--- config.mk ---
export PLATFORM = sky130hd
export DESIGN_NAME = uart_rx_core_flat
export DESIGN_NICKNAME = d
export VERILOG_FILES = /design/src/rtl/uart_rx_core_if.sv /design/src/rtl/uart_rx_core.sv /design/src/flat_wrapper.sv
export SDC_FILE = /design/constraint.sdc
export NUM_CORES = 1
export LEC_CHECK = 0
export BUFFER_PORTS_ARGS = -buffer_cell sky130_fd_sc_hd__buf_2
export CAP_MARGIN = 20
export CORE_ASPECT_RATIO = 1.5
export CORE_MARGIN = 4
export CORE_UTILIZATION = 50
export DETAILED_ROUTE_END_ITERATION = 12
export PLACE_DENSITY_LB_ADDON = 0.15
export SETUP_SLACK_MARGIN = 0.05
export SLEW_MARGIN = 20
export SYNTH_ARGS = -nofsm -noshare
export SYNTH_HDL_FRONTEND = slang
export SYNTH_SLANG_ARGS = --single-unit
--- constraint.sdc ---
create_clock -name clk -period 2 [get_ports clk]
set_input_delay 0.4 -clock clk [delete_from_list [all_inputs] [get_ports clk]]
set_output_delay 0.4 -clock clk [all_outputs]
set_load 0.05 [all_outputs]
--- src/rtl/uart_rx_core_if.sv ---
// uart_rx_core_if
//   Groups the serial line and the received-byte outputs of uart_rx_core.
//   slave  : the receiver core (samples rx, drives the result signals)
//   master : the line driver / byte consumer side
//   rx         serial line, idle high, asynchronous to clk
//   baud_clk_r one-clk pulse per 16x oversample tick
//   rx_data    last received byte (LSB received first)
//   doner      one-cycle frame-complete strobe
//   error      one-cycle bad-frame strobe, coincident with doner
interface uart_rx_core_if;
  logic       rx;
  logic       baud_clk_r;
  logic [7:0] rx_data;
  logic       doner;
  logic       error;

  modport slave (
    input  rx,
    output baud_clk_r,
    output rx_data,
    output doner,
    output error
  );

  modport master (
    output rx,
    input  baud_clk_r,
    input  rx_data,
    input  doner,
    input  error
  );
endinterface

--- src/rtl/uart_rx_core.sv ---
// uart_rx_core
//   Receive-side UART engine: synchronises rx, oversamples at 16x baud,
//   checks start/stop (and optionally even parity) and presents each byte
//   with a one-cycle doner strobe and a coincident error strobe.
// Ports:
//   clk  : single clock, rising edge
//   rst  : asynchronous active-low reset
//   bus  : uart_rx_core_if.slave (rx in; baud_clk_r, rx_data, doner, error out)
// Parameters:
//   CLK_FREQ, BAUD : clock and line rate; TICK_DIV = clk cycles per tick (>=1)
// Build option:
//   UART_RX_PARITY_EN : frame carries an even-parity bit after bit 7 (8E1);
//                       undefined gives 8N1.
module uart_rx_core #(
  parameter int unsigned CLK_FREQ = 40_000_000,
  parameter int unsigned BAUD     = 115_200,
  parameter int unsigned TICK_DIV = CLK_FREQ / (BAUD * 16)
) (
  input  logic           clk,
  input  logic           rst,
  uart_rx_core_if.slave  bus
);

  localparam int unsigned DIV_W = (TICK_DIV > 1) ? $clog2(TICK_DIV) : 1;
  localparam logic [DIV_W-1:0] TICK_MAX = DIV_W'(TICK_DIV - 1);

  typedef enum logic [2:0] {
    S_IDLE,
    S_START,
    S_DATA,
`ifdef UART_RX_PARITY_EN
    S_PARITY,
`endif
    S_STOP
  } state_t;

  // synchroniser and edge history
  logic             r_sync1;
  logic             r_sync2;
  logic             r_rxs_prev;
  logic             w_rxs;

  // tick generator
  logic [DIV_W-1:0] r_div;
  logic             r_tick_en;
  logic             w_tick;
  logic             w_div_clr;

  // FSM and datapath
  state_t           r_state;
  state_t           w_nstate;
  logic [3:0]       r_tcnt;
  logic [3:0]       w_tcnt_n;
  logic [2:0]       r_bidx;
  logic [2:0]       w_bidx_n;
  logic [7:0]       r_shift;
  logic [7:0]       w_shift_n;
  logic [7:0]       r_data;
  logic [7:0]       w_data_n;
  logic             r_done;
  logic             w_done_n;
  logic             r_err;
  logic             w_err_n;
  logic             w_mid;
  logic             w_full;
`ifdef UART_RX_PARITY_EN
  logic             r_par;
  logic             w_par_n;
`endif

  assign w_rxs = r_sync2;

  // r_tick_en keeps the tick (and baud_clk_r) low while and right after
  // reset, which matters when TICK_DIV=1 and the count is always at max.
  assign w_tick = r_tick_en && (r_div == TICK_MAX);
  assign w_mid  = w_tick && (r_tcnt == 4'd7);
  assign w_full = w_tick && (r_tcnt == 4'd15);

  always_ff @(posedge clk or negedge rst) begin
    if (!rst) begin
      r_sync1    <= 1'b1;
      r_sync2    <= 1'b1;
      r_rxs_prev <= 1'b1;
    end else begin
      r_sync1    <= bus.rx;
      r_sync2    <= r_sync1;
      r_rxs_prev <= w_rxs;
    end
  end

  always_ff @(posedge clk or negedge rst) begin
    if (!rst) begin
      r_div     <= '0;
      r_tick_en <= 1'b0;
    end else begin
      r_tick_en <= 1'b1;
      if (w_div_clr || (r_div == TICK_MAX)) begin
        r_div <= '0;
      end else begin
        r_div <= r_div + 1'b1;
      end
    end
  end

  always_ff @(posedge clk or negedge rst) begin
    if (!rst) begin
      r_state <= S_IDLE;
      r_tcnt  <= '0;
      r_bidx  <= '0;
      r_shift <= '0;
      r_data  <= '0;
      r_done  <= 1'b0;
      r_err   <= 1'b0;
`ifdef UART_RX_PARITY_EN
      r_par   <= 1'b0;
`endif
    end else begin
      r_state <= w_nstate;
      r_tcnt  <= w_tcnt_n;
      r_bidx  <= w_bidx_n;
      r_shift <= w_shift_n;
      r_data  <= w_data_n;
      r_done  <= w_done_n;
      r_err   <= w_err_n;
`ifdef UART_RX_PARITY_EN
      r_par   <= w_par_n;
`endif
    end
  end

  always_comb begin
    w_nstate  = r_state;
    w_tcnt_n  = w_tick ? (r_tcnt + 4'd1) : r_tcnt;
    w_bidx_n  = r_bidx;
    w_shift_n = r_shift;
    w_data_n  = r_data;
    w_done_n  = 1'b0;
    w_err_n   = 1'b0;
    w_div_clr = 1'b0;
`ifdef UART_RX_PARITY_EN
    w_par_n   = r_par;
`endif
    case (r_state)
      S_IDLE: begin
        w_tcnt_n = '0;
        // falling edge only: a line stuck low is not re-detected
        if (r_rxs_prev && !w_rxs) begin
          w_nstate  = S_START;
          w_div_clr = 1'b1;
        end
      end
      S_START: begin
        if (w_mid) begin
          if (!w_rxs) begin
            w_nstate = S_DATA;
            w_tcnt_n = '0;
            w_bidx_n = '0;
          end else begin
            w_nstate = S_IDLE;
          end
        end
      end
      S_DATA: begin
        // the mid-start alignment means every 16th tick lands mid-bit;
        // tcnt wraps to 0 by itself, keeping the phase for later bits
        if (w_full) begin
          w_shift_n = {w_rxs, r_shift[7:1]};
          w_bidx_n  = r_bidx + 3'd1;
          if (r_bidx == 3'd7) begin
`ifdef UART_RX_PARITY_EN
            w_nstate = S_PARITY;
`else
            w_nstate = S_STOP;
`endif
          end
        end
      end
`ifdef UART_RX_PARITY_EN
      S_PARITY: begin
        if (w_full) begin
          w_par_n  = w_rxs;
          w_nstate = S_STOP;
        end
      end
`endif
      S_STOP: begin
        // leave at mid-stop so a back-to-back start edge is not missed
        if (w_full) begin
          w_data_n = r_shift;
          w_done_n = 1'b1;
`ifdef UART_RX_PARITY_EN
          w_err_n  = ~w_rxs | (^{r_shift, r_par});
`else
          w_err_n  = ~w_rxs;
`endif
          w_nstate = S_IDLE;
        end
      end
      default: begin
        w_nstate = S_IDLE;
      end
    endcase
  end

  assign bus.baud_clk_r = w_tick;
  assign bus.rx_data    = r_data;
  assign bus.doner      = r_done;
  assign bus.error      = r_err;

endmodule
--- src/flat_wrapper.sv ---
// flat-port wrapper written by rule: the top's interface ports become plain ports
module uart_rx_core_flat 
#(
  parameter int unsigned CLK_FREQ = 40_000_000,
  parameter int unsigned BAUD     = 115_200,
  parameter int unsigned TICK_DIV = CLK_FREQ / (BAUD * 16)
)
  (clk, rst, bus_rx, bus_baud_clk_r, bus_rx_data, bus_doner, bus_error);
  uart_rx_core_if bus_i ();
  input  logic clk;
  input  logic rst;
  input wire logic [$bits(bus_i.rx)-1:0] bus_rx;
  output wire logic [$bits(bus_i.baud_clk_r)-1:0] bus_baud_clk_r;
  output wire logic [$bits(bus_i.rx_data)-1:0] bus_rx_data;
  output wire logic [$bits(bus_i.doner)-1:0] bus_doner;
  output wire logic [$bits(bus_i.error)-1:0] bus_error;
  assign bus_i.rx = bus_rx;
  assign bus_baud_clk_r = bus_i.baud_clk_r;
  assign bus_rx_data = bus_i.rx_data;
  assign bus_doner = bus_i.doner;
  assign bus_error = bus_i.error;
  uart_rx_core #(.CLK_FREQ(CLK_FREQ), .BAUD(BAUD), .TICK_DIV(TICK_DIV)) u_core (.clk(clk), .rst(rst), .bus(bus_i));
endmodule
==> flow_summary_export.csv <==
group,metric,value,unit
route,wirelength,2.82,mm
hold_path,min_path_type,"input port to async pin",
setup_path,crit_type,"flip-flop to primary output",
global_route,grt_usage,0.158,
final_layout,mostFrequentLayoutCell,"dfrtp_1",
timing,fin_crit,1.88,ns
setup_path,startpoint_type,"flip-flop",
route,wl_met3,103,um
pwr,p_leak,0.000989,uW
global_route,grt_overflow,0,
setup_path,cp.required,1.60,ns
route,avgViaCountPerCell,5.47,
clock_network,root_buffer,"clkbuf_8",
timing,tightest_slew,0.782,ns
flow_run,max_cap_violations,0,
floorplanning,coreArea,0.00313,mm^2
route,first_pass_iters,3,
synth,synth_seq_cells,36,
clock_network,cts_tree,"built",
global_route,grt_pass1_vias,1086,
clock_network,clkLatencyLatePin,0.28,ns
clock_network,cts.sinks,36,
timing,timing.final.crit_share,0.942,
pwr,combPwrFrac,0.161,
setup_path,worst-endpoint-arrival,1.48,ns
final_layout,drive_above_1_share,0.388,
pwr,seq_power_share,0.528,
synth,synth-main-ff-cell,"dfrtp_1",
route,wl_met2,1.47,mm
route,vias,1022,
timing,holdWs,0.194,ns
global_route,grt_pass1_wl,4.78,mm
synth,synthArstFlopShare,1.00,
final_layout,syn_to_final_growth,17.9,%
synth,synth.distinct_cells,40,
setup_path,critPathMaxFanout,4,
global_route,antenna_found_initial,0,
clock_network,cts_buffers,5,
route,met1_length,1.18,mm
final_layout,nets,154,
pwr,switchingPower,454,uW
route,wl_per_cell,15.1,um
route,drcViolationCount,0,
floorplanning,fp.dieH,77.5,um
floorplanning,die_area,0.00421,mm^2
final_layout,layout_common_cells,"33 x dfrtp_1, 16 x mux2_2, 12 x buf_2",
timing,max_freq,531,MHz
pwr,swShare,0.273,
timing,fin_ws,0.117,ns
placed_design,place.gp.congestion,0.820,
timing,setup_viol,0,
timing,slew_viol_final,0,
synth,synth_warnings,0,
run_status,outcome,"complete, no violations",
pwr,p_clk_frac,0.311,
timing,fin_worst_skew,0.00484,ns
final_layout,diodes,0,
timing,rsz0062_at_grt,"no",
placed_design,post-dp-hpwl,1.99,mm
synth,yosysSeqAreaShare,0.561,
placed_design,portBuffers,13,
setup_path,r2r-start,"u_core.r_state[0]$_DFFE_PN0P_",
pwr,internal-power,1210,uW
placed_design,dp_worst_setup_slack,0.109,ns
floorplanning,core.rowCount,25,
timing,setup_tns,0,ns
setup_path,regToRegSetupSlack,0.23,ns
setup_path,end_kind,"primary output",
clock_network,cts_buffer_depth,2,
route,top_layer_used,"met4",
clock_network,htreeDepth,2,
timing,finalHoldViolCount,0,
pwr,irDropWorstVdd,0.000599,V
floorplanning,io_pins,14,
synth,synth_nets,128,
floorplanning,die_width,54.4,um
global_route,grt_max_degree,37,
synth,syn_area,0.00161,mm^2
clock_network,clkTransAtPathRegs,0.07,ns
route,drtIter0Drc,12,
pwr,power_density,876,mW/mm^2
synth,synth_edf_count,0,
final_layout,n_fill_cell,267,
setup_path,r2r-end,"u_core.r_bidx[0]$_DFFE_PN0P_",
synth,syn-mean-instance-area,13.4,um^2
setup_path,r2r_cells,3,
floorplanning,start_util,0.515,
route,ant_nets,0,
synth,synth_cells,120,
timing,max_slew_margin,0.478,
## metrics by stage
stage	std cells	area (um^2)	total power [uW]	utilization
floorplan	120	1610	1060	-
global placement	175	1750	1120	0.561
detailed placement	175	1750	1130	0.561
CTS	184	1860	1660	0.595
global route	187	1900	1760	0.607
finish	187	1900	1660	0.607
## registers in the layout, summed over array words and instances, names as in the netlist, 2 cells and up
name and cells:
u_core.r_shift 8, u_core.bus.rx_data 8, u_core.r_div 5, u_core.r_state 2, u_core.r_bidx 3, u_core.r_tcnt 4
## worst max-delay path: stages (launching register included)
cell	delay, ns
dfrtp_1	0.41
inv_1	0.10
ha_4	0.14
and4b_1	0.23
and2_4	0.18
buf_8	0.14
## per-layer routing
layer | up-vias | GRT usage
met3 | 5 | 0.0537
met4 | 0 | 0.0748
li1 | 484 | -
met1 | 521 | 0.173
met2 | 12 | 0.263
met5 | - | 0
## cell families after synthesis
logic type | synth area share
DFF | 0.561
and+or+nand+nor | 0.144
muxes | 0.139
AOI/OAI and AO/OA | 0.0761
buffers and inverters | 0.0225
adders and majority gates | 0.0388
xor gates and xnor gates | 0.0163
other | 0.00233
## cells in the mapped netlist (all sizes together), types with 2 or more instances
cell / number / share of area
dfrtp: 33 / 0.51
mux2: 19 / 0.13
nand3: 6 / 0.019
ha: 5 / 0.039
inv: 5 / 0.012
nor2: 5 / 0.012
o21ai: 4 / 0.012
dfstp: 3 / 0.049
nor3: 3 / 0.023
a21oi: 2 / 0.0062
and3b: 2 / 0.011
buf: 2 / 0.0062
clkbuf: 2 / 0.0047
nand3b: 2 / 0.0093
o22ai: 2 / 0.0078
o41ai: 2 / 0.011
xor2: 2 / 0.011
## repair_timing
item                                    in CTS  in global routing
endpoints found under the setup margin       1                  9
hold buffers                                 0                  0
gates resized for setup                      3                  3
endpoints found under the hold margin        0                  0
pin swaps                                    0                  2
setup buffers                                1                  3
## area by class of cell
cell class / count / area, um^2 / area share
clock buffers: 8 / 90.1 / 0.0474
multi-input cells: 75 / 686 / 0.361
flip-flops and latches: 36 / 905 / 0.476
inverters: 5 / 18.8 / 0.00988
well taps: 40 / 50.0 / 0.0264
repair buffers: 23 / 150 / 0.0791
## power groups by stage
| stage | Combinational, uW | Clock (uW) | Sequential (uW) |
|---|---|---|---|
| detailed placement | 241 | 0 | 891 |
| floorplan | 192 | 0 | 867 |
| global route | 304 | 563 | 888 |
| finish | 269 | 518 | 878 |
| global placement | 231 | 0 | 885 |
| CTS | 247 | 537 | 879 |
## worst max-delay path by stage
stage | from | endpoint | slack (ns)
floorplan | u_core.r_div[0]$_DFF_PN0_ | bus_baud_clk_r | 0.25
global placement | u_core.r_div[0]$_DFF_PN0_ | u_core.bus.rx_data[5]$_DFFE_PN0P_ | 0.18
finish | u_core.r_div[0]$_DFF_PN0_ | bus_baud_clk_r | 0.12
detailed placement | u_core.r_div[0]$_DFF_PN0_ | u_core.bus.rx_data[2]$_DFFE_PN0P_ | 0.11
global route | u_core.r_div[0]$_DFF_PN0_ | bus_baud_clk_r | 0.05
CTS | u_core.r_div[0]$_DFF_PN0_ | bus_baud_clk_r | 0.05
No activity file was read; power rests on OpenSTA's default activity.
